$ cat src/rtl/perceptron_trainer.sv
// -----------------------------------------------------------------------------
// perceptron_trainer
//
// Training sequencer for a single-neuron perceptron. It holds a small labelled
// sample table and presents one sample at a time to the perceptron, together
// with the desired output. It counts misclassifications in each epoch and
// repeats epochs until an epoch has no errors or the epoch limit is reached.
// It also owns the perceptron's reset, so the weights can be restored at start.
//
// Optional feature: define PERCEPTRON_TRAINER_ERRLOG_EN to add err_valid and
// first_err_addr. These report whether the last completed epoch had an error,
// and the index of its first mismatching sample.
//
// Ports
//   clk, reset       clock; asynchronous active-low reset
//   wr_en/addr/data  sample table write port (accepted in IDLE only).
//                    Data layout: [3:0] in1, [7:4] in2, [14:8] in3, [15] desired
//   num_samples      number of table entries used (latched at start)
//   clear_weights    pulse p_rst_n low for one cycle before the first epoch
//   start            single-cycle start request
//   busy, done       run in progress; one-cycle pulse when the run finishes
//   converged        the last run ended on an error-free epoch
//   epoch_count      epochs completed in the current or last run
//   err_count        misclassifications in the most recently completed epoch
//   p_in1..3         registered perceptron inputs
//   p_desired        registered desired output
//   p_rst_n          perceptron reset
//   p_out            registered output of the perceptron
// -----------------------------------------------------------------------------
module perceptron_trainer #(
  parameter int DEPTH      = 8,
  parameter int AW         = 3,
  parameter int SETTLE     = 2,
  parameter int MAX_EPOCHS = 100
) (
  input  logic          clk,
  input  logic          reset,
  input  logic          wr_en,
  input  logic [AW-1:0] wr_addr,
  input  logic [15:0]   wr_data,
  input  logic [AW:0]   num_samples,
  input  logic          clear_weights,
  input  logic          start,
  output logic          busy,
  output logic          done,
  output logic          converged,
  output logic [7:0]    epoch_count,
  output logic [AW:0]   err_count,
`ifdef PERCEPTRON_TRAINER_ERRLOG_EN
  output logic          err_valid,
  output logic [AW-1:0] first_err_addr,
`endif
  output logic [3:0]    p_in1,
  output logic [3:0]    p_in2,
  output logic [6:0]    p_in3,
  output logic          p_desired,
  output logic          p_rst_n,
  input  logic          p_out
);

  localparam int CW = AW + 1;
  // The sample window is LOAD + (SETTLE-2) HOLD cycles + CHECK.
  localparam int HW = (SETTLE > 2) ? $clog2(SETTLE) : 1;
  localparam int HOLD_N = (SETTLE > 2) ? SETTLE - 3 : 0;
  localparam logic [HW-1:0] HOLD_INIT = HOLD_N[HW-1:0];
  localparam logic [CW-1:0] DEPTH_V = DEPTH[CW-1:0];
  localparam logic [7:0] MAX_V = MAX_EPOCHS[7:0];

  typedef enum logic [2:0] {
    S_IDLE, S_CLR, S_LOAD, S_HOLD, S_CHECK, S_EPOCH_END, S_FIN
  } state_t;

  state_t        state_q;
  logic          busy_q, done_q, conv_q, p_rst_n_q;
  logic [7:0]    epoch_q, epoch_d;
  logic [CW-1:0] err_q, run_q, ns_q;
  logic [AW-1:0] idx_q, load_addr;
  logic [HW-1:0] hold_q;
  logic [15:0]   p_word_q, p_word_d;
  logic [15:0]   mem_q [DEPTH];
  logic          wr_accept, last_sample;
`ifdef PERCEPTRON_TRAINER_ERRLOG_EN
  logic          errv_q;
  logic [AW-1:0] ferr_q, cap_q;
`endif

  assign wr_accept = wr_en && (state_q == S_IDLE);

  // NOTE: the sample table is plain storage with no reset; clearing it would
  // only add reset fan-out, and software always writes it before use.
  always_ff @(posedge clk) begin
    if (wr_accept) mem_q[wr_addr] <= wr_data;
  end

  // The next sample is index+1 after CHECK; in every other state it is
  // entry 0. A write in the same cycle as start is forwarded, so the first
  // LOAD sees the new data.
  always_comb begin
    // NOTE: every always_comb output gets a default first, so no latch is inferred.
    load_addr = '0;
    if (state_q == S_CHECK) load_addr = idx_q + AW'(1);
    p_word_d = mem_q[load_addr];
    if (wr_accept && (wr_addr == load_addr)) p_word_d = wr_data;
  end

  assign epoch_d     = (epoch_q == 8'hFF) ? epoch_q : epoch_q + 8'd1;
  assign last_sample = ({1'b0, idx_q} == (ns_q - CW'(1)));

  // NOTE: sequential state uses non-blocking assignments only, so every
  // register samples values from before the edge.
  always_ff @(posedge clk or negedge reset) begin
    if (!reset) begin
      state_q   <= S_IDLE;
      busy_q    <= 1'b0;
      done_q    <= 1'b0;
      conv_q    <= 1'b0;
      p_rst_n_q <= 1'b1;
      epoch_q   <= '0;
      err_q     <= '0;
      run_q     <= '0;
      ns_q      <= '0;
      idx_q     <= '0;
      hold_q    <= '0;
      p_word_q  <= '0;
`ifdef PERCEPTRON_TRAINER_ERRLOG_EN
      errv_q    <= 1'b0;
      ferr_q    <= '0;
      cap_q     <= '0;
`endif
    end else begin
      done_q    <= 1'b0;
      p_rst_n_q <= 1'b1;
      unique case (state_q)
        S_IDLE: begin
          if (start) begin
            ns_q    <= num_samples;
            epoch_q <= '0;
            err_q   <= '0;
            conv_q  <= 1'b0;
            idx_q   <= '0;
            run_q   <= '0;
`ifdef PERCEPTRON_TRAINER_ERRLOG_EN
            errv_q  <= 1'b0;
            ferr_q  <= '0;
`endif
            if ((num_samples == '0) || (num_samples > DEPTH_V)) begin
              // An unusable sample count finishes at once.
              state_q <= S_FIN;
              done_q  <= 1'b1;
              busy_q  <= 1'b0;
            end else begin
              busy_q <= 1'b1;
              if (clear_weights) begin
                state_q   <= S_CLR;
                p_rst_n_q <= 1'b0;
              end else begin
                state_q  <= S_LOAD;
                p_word_q <= p_word_d;
              end
            end
          end
        end
        S_CLR: begin
          state_q  <= S_LOAD;
          p_word_q <= p_word_d;
        end
        S_LOAD: begin
          if (SETTLE > 2) begin
            hold_q  <= HOLD_INIT;
            state_q <= S_HOLD;
          end else begin
            state_q <= S_CHECK;
          end
        end
        S_HOLD: begin
          if (hold_q == '0) state_q <= S_CHECK;
          else              hold_q  <= hold_q - HW'(1);
        end
        S_CHECK: begin
          if (p_out != p_word_q[15]) begin
            run_q <= run_q + CW'(1);
`ifdef PERCEPTRON_TRAINER_ERRLOG_EN
            if (run_q == '0) cap_q <= idx_q;
`endif
          end
          if (last_sample) begin
            state_q <= S_EPOCH_END;
          end else begin
            idx_q    <= idx_q + AW'(1);
            state_q  <= S_LOAD;
            p_word_q <= p_word_d;
          end
        end
        S_EPOCH_END: begin
          err_q   <= run_q;
          epoch_q <= epoch_d;
          run_q   <= '0;
          idx_q   <= '0;
`ifdef PERCEPTRON_TRAINER_ERRLOG_EN
          errv_q  <= (run_q != '0);
          ferr_q  <= (run_q != '0) ? cap_q : '0;
`endif
          if (run_q == '0) begin
            conv_q  <= 1'b1;
            state_q <= S_FIN;
            done_q  <= 1'b1;
            busy_q  <= 1'b0;
          end else if (epoch_d == MAX_V) begin
            conv_q  <= 1'b0;
            state_q <= S_FIN;
            done_q  <= 1'b1;
            busy_q  <= 1'b0;
          end else begin
            state_q  <= S_LOAD;
            p_word_q <= p_word_d;
          end
        end
        S_FIN:   state_q <= S_IDLE;
        default: state_q <= S_IDLE;
      endcase
    end
  end

  assign busy        = busy_q;
  assign done        = done_q;
  assign converged   = conv_q;
  assign epoch_count = epoch_q;
  assign err_count   = err_q;
  assign p_rst_n     = p_rst_n_q;
  assign p_in1       = p_word_q[3:0];
  assign p_in2       = p_word_q[7:4];
  assign p_in3       = p_word_q[14:8];
  assign p_desired   = p_word_q[15];
`ifdef PERCEPTRON_TRAINER_ERRLOG_EN
  assign err_valid      = errv_q;
  assign first_err_addr = ferr_q;
`endif

endmodule

$ cat config.mk
export PLATFORM = sky130hd
export DESIGN_NAME = perceptron_trainer
export DESIGN_NICKNAME = d
export VERILOG_FILES = /design/src/rtl/perceptron_trainer.sv
export SDC_FILE = /design/constraint.sdc
export NUM_CORES = 1
export LEC_CHECK = 0
export CAP_MARGIN = 20
export CORE_UTILIZATION = 58
export DETAILED_ROUTE_END_ITERATION = 12
export GPL_TIMING_DRIVEN = 1
export PLACE_DENSITY_LB_ADDON = 0.05
export SLEW_MARGIN = 15
export SYNTH_ARGS = -nofsm -noshare
export SYNTH_HDL_FRONTEND = slang
export SYNTH_SLANG_ARGS = --single-unit
$ cat constraint.sdc
create_clock -name clk -period 2.7 [get_ports clk]
set_input_delay 0.81 -clock clk [delete_from_list [all_inputs] [get_ports clk]]
set_output_delay 0.81 -clock clk [all_outputs]
set_load 0.1 [all_outputs]
# --- After elaboration in Yosys (flattened, before gate mapping) ---
# Memories as Yosys holds them, arrays and structs flattened.
# Index checks and enable logic that the tools add are counted.
word_totals:
  regBits: 47
  ram_bits: 128
  input_bits: 29
  out_inout_bits: 32
  elab_cells: 101
  memories: 1
memory_table:
  columns: ["memory", "depth", "word_bits", "read_ports", "rd_clocked_by_memory_dff", "write_ports", "line", "source"]
  rows:
  - ["mem_q", 8, 16, 1, 0, 1, "80", "logic [15:0] mem_q [DEPTH];"]
op_classes:
  add_sub_neg: 5
  magnitude_cmp: 1
  eq_ne: 19
  mux: 47
  n_reduce_logical: 16
op_table:
  columns: ["cell", "n"]
  rows:
  - ["$mux W16", 7]
  - ["$pmux W16 S4", 1]
  - ["$mux W3", 9]
  - ["$pmux W3 S6", 1]
  - ["$mux W1", 17]
  - ["$mux W8", 2]
  - ["$pmux W8 S2", 1]
  - ["$ne A2 B2 Y1 const B", 7]
  - ["$pmux W4 S3", 1]
  - ["$pmux W3 S3", 1]
  - ["$reduce_and A3 Y1", 3]
  - ["$add A8 B1 Y8 const B", 1]
  - ["$eq A8 B7 Y1 const B", 1]
  - ["$eq A8 B8 Y1 const B", 1]
  - ["$logic_not A4 Y1", 2]
  - ["$mux W4", 2]
  - ["$pmux W4 S2", 1]
  - ["$reduce_and A7 Y1", 1]
  - ["$eq A3 B2 Y1 const B", 2]
  - ["$eq A3 B3 Y1 const B", 2]
  - ["$pmux W1 S2", 3]
  - ["$reduce_and A2 Y1", 3]
  - ["$add A4 B1 Y4 const B", 1]
  - ["$eq A3 B4 Y1", 1]
  - ["other kinds (16)", 17]

# --- Logic depth before layout (Yosys ltp) ---
# Gate-level depths: netlist of run 1.
depth:
  ltp_word: 9
  ltp_mapped: 10

# --- Worst setup path before layout of run 1 ---
# Ideal clock, no wire load.
synth_timing:
  kind: "flip-flop to flip-flop"
  from: "register epoch_q[1] (netlist: epoch_count[1])"
  to: "register p_word_q[10]"
  setup_ns: 0.126
  t_arrival_ns: 2.834
  required_ns: 2.574
  path_slack_ns: -0.260
  stages_incl_launch_ff: 9
  period_less_slack_ns: 2.960
  path_cell_list: "dfrtp_1 ha_1 nor4b_1 o21ai_0 a21oi_1 a21oi_1 o21ai_2 buf_2 mux2_2"
synth_via:
  elab_chain_len: 5
  elab_cells_between_ends: 6
  classes_between: "1 x add/sub; 3 x eq/ne; 1 x mux; 1 x reduce/logical"
synth_rtl:
  columns: ["item", "line", "source"]
  rows:
  - ["start: declaration", "75", "logic [7:0] epoch_q, epoch_d;"]
  - ["start signal: assignment", "196", "epoch_q <= epoch_d;"]
  - ["$add A8 B1 Y8 or $eq A8 B8 Y1 (tied branches)", "106", "assign epoch_d = (epoch_q == 8'hFF) ? epoch_q : epoch_q + 8'd1;"]
  - ["$mux W8 *", "106", null]
  - ["$eq A8 B7 Y1 *", "208", "end else if (epoch_d == MAX_V) begin"]
  - ["$ne A2 B2 Y1 (no source line) *", null, null]
  - ["$reduce_and A7 Y1 (no source line) *", null, null]
  - ["end signal: assignment", "158", "p_word_q <= p_word_d;"]
  - ["end signal: assignment", "191", "p_word_q <= p_word_d;"]
  - ["end signal: assignment", "215", "p_word_q <= p_word_d;"]
  - ["end: declaration", "79", "logic [15:0] p_word_q, p_word_d;"]
# Every way passes the cells marked *; elsewhere a longest branch is shown, timed or not.
# A chain may end at the register's enable or synchronous reset.

# --- Worst setup path after layout of run 1 ---
layout_timing:
  from: "input wr_en"
  to: "register p_word_q[9]"
layout_via:
  elab_chain_len: 7
  elab_cells_between_ends: 10
  classes_between: "8 x mux; 2 x reduce/logical"
layout_rtl:
  columns: ["item", "line", "source"]
  rows:
  - ["start: declaration", "38", "input logic wr_en,"]
  - ["$logic_and A1 B1 Y1 *", "87", "assign wr_accept = wr_en && (state_q == S_IDLE);"]
  - ["$logic_and A1 B1 Y1 *", "103", "if (wr_accept && (wr_addr == load_addr)) p_word_d = wr_data;"]
  - ["$mux W16 *", "103", null]
  - ["$mux W16", "153", "if (clear_weights) begin"]
  - ["$mux W16", "146", "if ((num_samples == '0) || (num_samples > DEPTH_V)) begin"]
  - ["$mux W16", "135", "if (start) begin"]
  - ["$pmux W16 S4 *", "133", "unique case (state_q)"]
  - ["end signal: assignment", "158", null]
  - ["end signal: assignment", "165", "p_word_q <= p_word_d;"]
  - ["end signal: assignment", "191", null]
# Every way passes the cells marked *; elsewhere a longest branch is shown, timed or not. The select of a mux whose other input is x is not followed.

==> flow_summary.json, run 1 <==
{
  "synth_top_area_share_pct": 51.82,
  "power_density_nw_per_um2": 1015,
  "drive_above_1_share_pct": 20.64,
  "post_cts.repair.setup_buffers": 0,
  "netlist_area_um2": 7417,
  "grt_setup_unrepaired": "false",
  "grt_max_degree": 46,
  "p_int_mw": 5.634,
  "hpwlAfterDp_um": 10940,
  "ctsResizeCount": 0,
  "clock_skew_ns": 0.005722,
  "die_x_um": 115.1,
  "htree_levels": 4,
  "ys_top_cells_by_area": "edfxtp_1 52%, dfrtp_1 15%, nand2_1 5.1%",
  "diodes": 0,
  "die-area_um2": 13240,
  "drt.antenna.violating_nets": 0,
  "grt-busiest-layer": "met2",
  "drtIter0Drc": 483,
  "wl_um": 17290,
  "finalCritPeriodShare_pct": 97.08,
  "async_flop_share_pct": 26.44,
  "slew_headroom_pct": 63.51,
  "crit_path_cell_trace": "clkdlybuf4s50_1 > nor4b_2 > nand2b_1 > or3_1 > buf_4 > o221ai_1 > a31oi_1 > mux2_2",
  "cpPeakStageDelay_ns": 0.46,
  "path_buf_inv": 2,
  "crit_family": "simple AND/OR/NAND/NOR gates",
  "vias": 5094,
  "worst_pin_slew_ns": 0.5473,
  "wl_per_cell_um": 20.32,
  "grtUsageMet3_pct": 6.431,
  "cts_tree": "yes",
  "grt-ovfl-total": 0,
  "dp.cells": 819,
  "yosysSeqAreaShare_pct": 67.36,
  "final_area_um2": 9049,
  "syn_to_final_growth_pct": 22.00,
  "vdd_drop_max_v": 0.0007626,
  "firstDrtPassIters": 7,
  "critPathMaxFanout": 10,
  "grt_pass1_vias": 5142,
  "p_leak_nw": 3.378,
  "io_pins": 61,
  "stdcell_count": 851,
  "postSynthAreaPerCell_um2": 13.01,
  "finalHoldViolCount": 0,
  "drc": 0,
  "fin_ws_ns": 0.07891,
  "max_freq_mhz": 381.5,
  "yosysMostFrequentCell": "edfxtp_1",
  "cp-end-kind": "flop",
  "yosys.area.top_type": "edfxtp_1",
  "clk_path_buf_depth": 2,
  "p_seq_share_pct": 37.7,
  "start_kind": "primary input",
  "syn-num-nets": 604,
  "place_ws_ns": -0.3377,
  "clock_latency_ns": 0.42,
  "required_ns": 3.01,
  "via_per_inst": 5.986,
  "fin_hold_ws_ns": 0.1815,
  "hold_class": "primary input to asynchronous set/reset pin",
  "cts_hold_buf": 0,
  "portBuffers": 60,
  "status": "finished clean",
  "final_nets": 704,
  "crit_slowest_cell": "clkdlybuf4s50_1",
  "track_usage_pct": 28.18,
  "slew_viol_final": 0,
  "cts_root_buf": "clkbuf_16",
  "cts_buffers": 17,
  "syn_inst": 570,
  "p_switching_mw": 3.550,
  "crit_type": "primary input to flop",
  "antenna_found_initial": 0,
  "rows": 40,
  "synthFlopType": "edfxtp_1",
  "grt_pass1_wl_um": 26810,
  "grt_use_met1_pct": 34.29,
  "finalPower_mw": 9.184,
  "met2_usage_pct": 49.04,
  "synthDistinctLibCells": 57,
  "synth_edf_count": 128,
  "gp_congestion": 0.8073,
  "die_height_um": 115.1,
  "worstPathArrival_ns": 2.93,
  "period_needed_ns": 2.621,
  "start_util_pct": 60.49,
  "yosys_warnings": 0,
  "placed_area_um2": 8501,
  "switching_share_pct": 38.65,
  "clock_power_share_pct": 24.5,
  "clock_sinks": 174,
  "synthTopCellsByCount": "128 x edfxtp_1, 101 x nand2_1, 45 x dfrtp_1",
  "coreArea_um2": 12260,
  "drv_cap": 0,
  "power_frac_comb_pct": 37.8,
  "cts.clk_slew.worst_paths_ns": 0.06,
  "postSynthRegisterBits": 174,
  "setup_viol": 0
}
==> sequential cells by signal (all words and copies together) (netlist names) <==
register and cells:
busy 1, converged 1, done 1, epoch_count 8, err_count 4, idx_q 3, mem_q 128, ns_q 4
p_rst_n 1, p_word_q 16, run_q 4, state_q 3
==> logic make-up after synthesis <==
| family | count (synthesis) | synth area share, % |
|---|---|---|
| AOI/OAI and AO/OA | 119 | 10.58 |
| xor gates and xnor gates | 10 | 1.282 |
| adders and majority gates | 5 | 0.8435 |
| buffers and inverters | 35 | 2.125 |
| DFF | 174 | 67.36 |
| muxes | 38 | 5.870 |
| and+or+nand+nor | 189 | 11.94 |
==> layout make-up <==
type	instances	area (µm²)
well taps	168	210.2
fillers	822	3213
multi-input cells	361	2287
repair buffers	111	985.9
clock buffers	23	457.9
clock inverters	9	90.09
flip-flops and latches	174	4999
inverters	5	18.77
==> cell usage in the layout, fill, tap and decap left out, types with 7 or more instances in the layout <==
master             n
a22o_1            17
nor3_1             8
mux2_1            16
nor2_1            19
nand2b_1           7
clkbuf_16         17
edfxtp_1         128
dfrtp_1           43
mux2_2            18
a31oi_1           19
a21oi_1           40
buf_4             76
nand2_1          101
clkdlybuf4s50_1   27
o21ai_0           10
o221ai_1          16
xor2_1             7
nand3_1           23
buf_12             7
==> metal layers <==
layer	vias up	wire length [µm]
li1	2342	-
met1	2520	6826
met2	203	8925
met3	29	1189
met4	0	352
met5	-	0
==> power by group through the flow <==
stage / clock (mW) / sequential [mW] / combinational, mW
2_1_floorplan: 0 / 4.52 / 1.40
3_3_place_gp: 0 / 3.49 / 3.38
3_5_place_dp: 0 / 3.50 / 3.46
4_1_cts: 2.28 / 3.46 / 3.48
5_1_grt: 2.38 / 3.48 / 3.67
6_report: 2.25 / 3.46 / 3.47
==> per-stage QoR <==
stage / TNS (ns) / utilization [%]
3_5_place_dp: -6.291 / 69.33
5_1_grt: 0 / 73.80
2_1_floorplan: 0 / -
3_3_place_gp: -6.231 / 69.33
6_report: 0 / 73.80
4_1_cts: 0 / 73.80
==> worst paths after layout <==
kind	from	end	slack, ns	cells past startpoint
min reg2reg	err_count[3]	err_count[3]	0.50	1
max in group asynchronous	reset	epoch_count[0]	2.05	2
min	reset	done	0.18	1
min in group clk	err_count[3]	err_count[3]	0.50	1
max reg2reg	ns_q[0]	idx_q[2]	0.28	7
max	wr_en	p_word_q[9]	0.08	8
Note: power is estimated with default switching activity, not from simulation.
==> run 2, diff against run 1 <==
--- a/config.mk
+++ b/config.mk
@@ -10,6 +10,7 @@
 export DETAILED_ROUTE_END_ITERATION = 12
 export GPL_TIMING_DRIVEN = 1
 export PLACE_DENSITY_LB_ADDON = 0.05
+export SKIP_LAST_GASP = 1
 export SLEW_MARGIN = 15
 export SYNTH_ARGS = -nofsm -noshare
 export SYNTH_HDL_FRONTEND = slang
==> results of run 2 <==
Same layout as run 1: the final DEF is identical, and so are final timing and power.
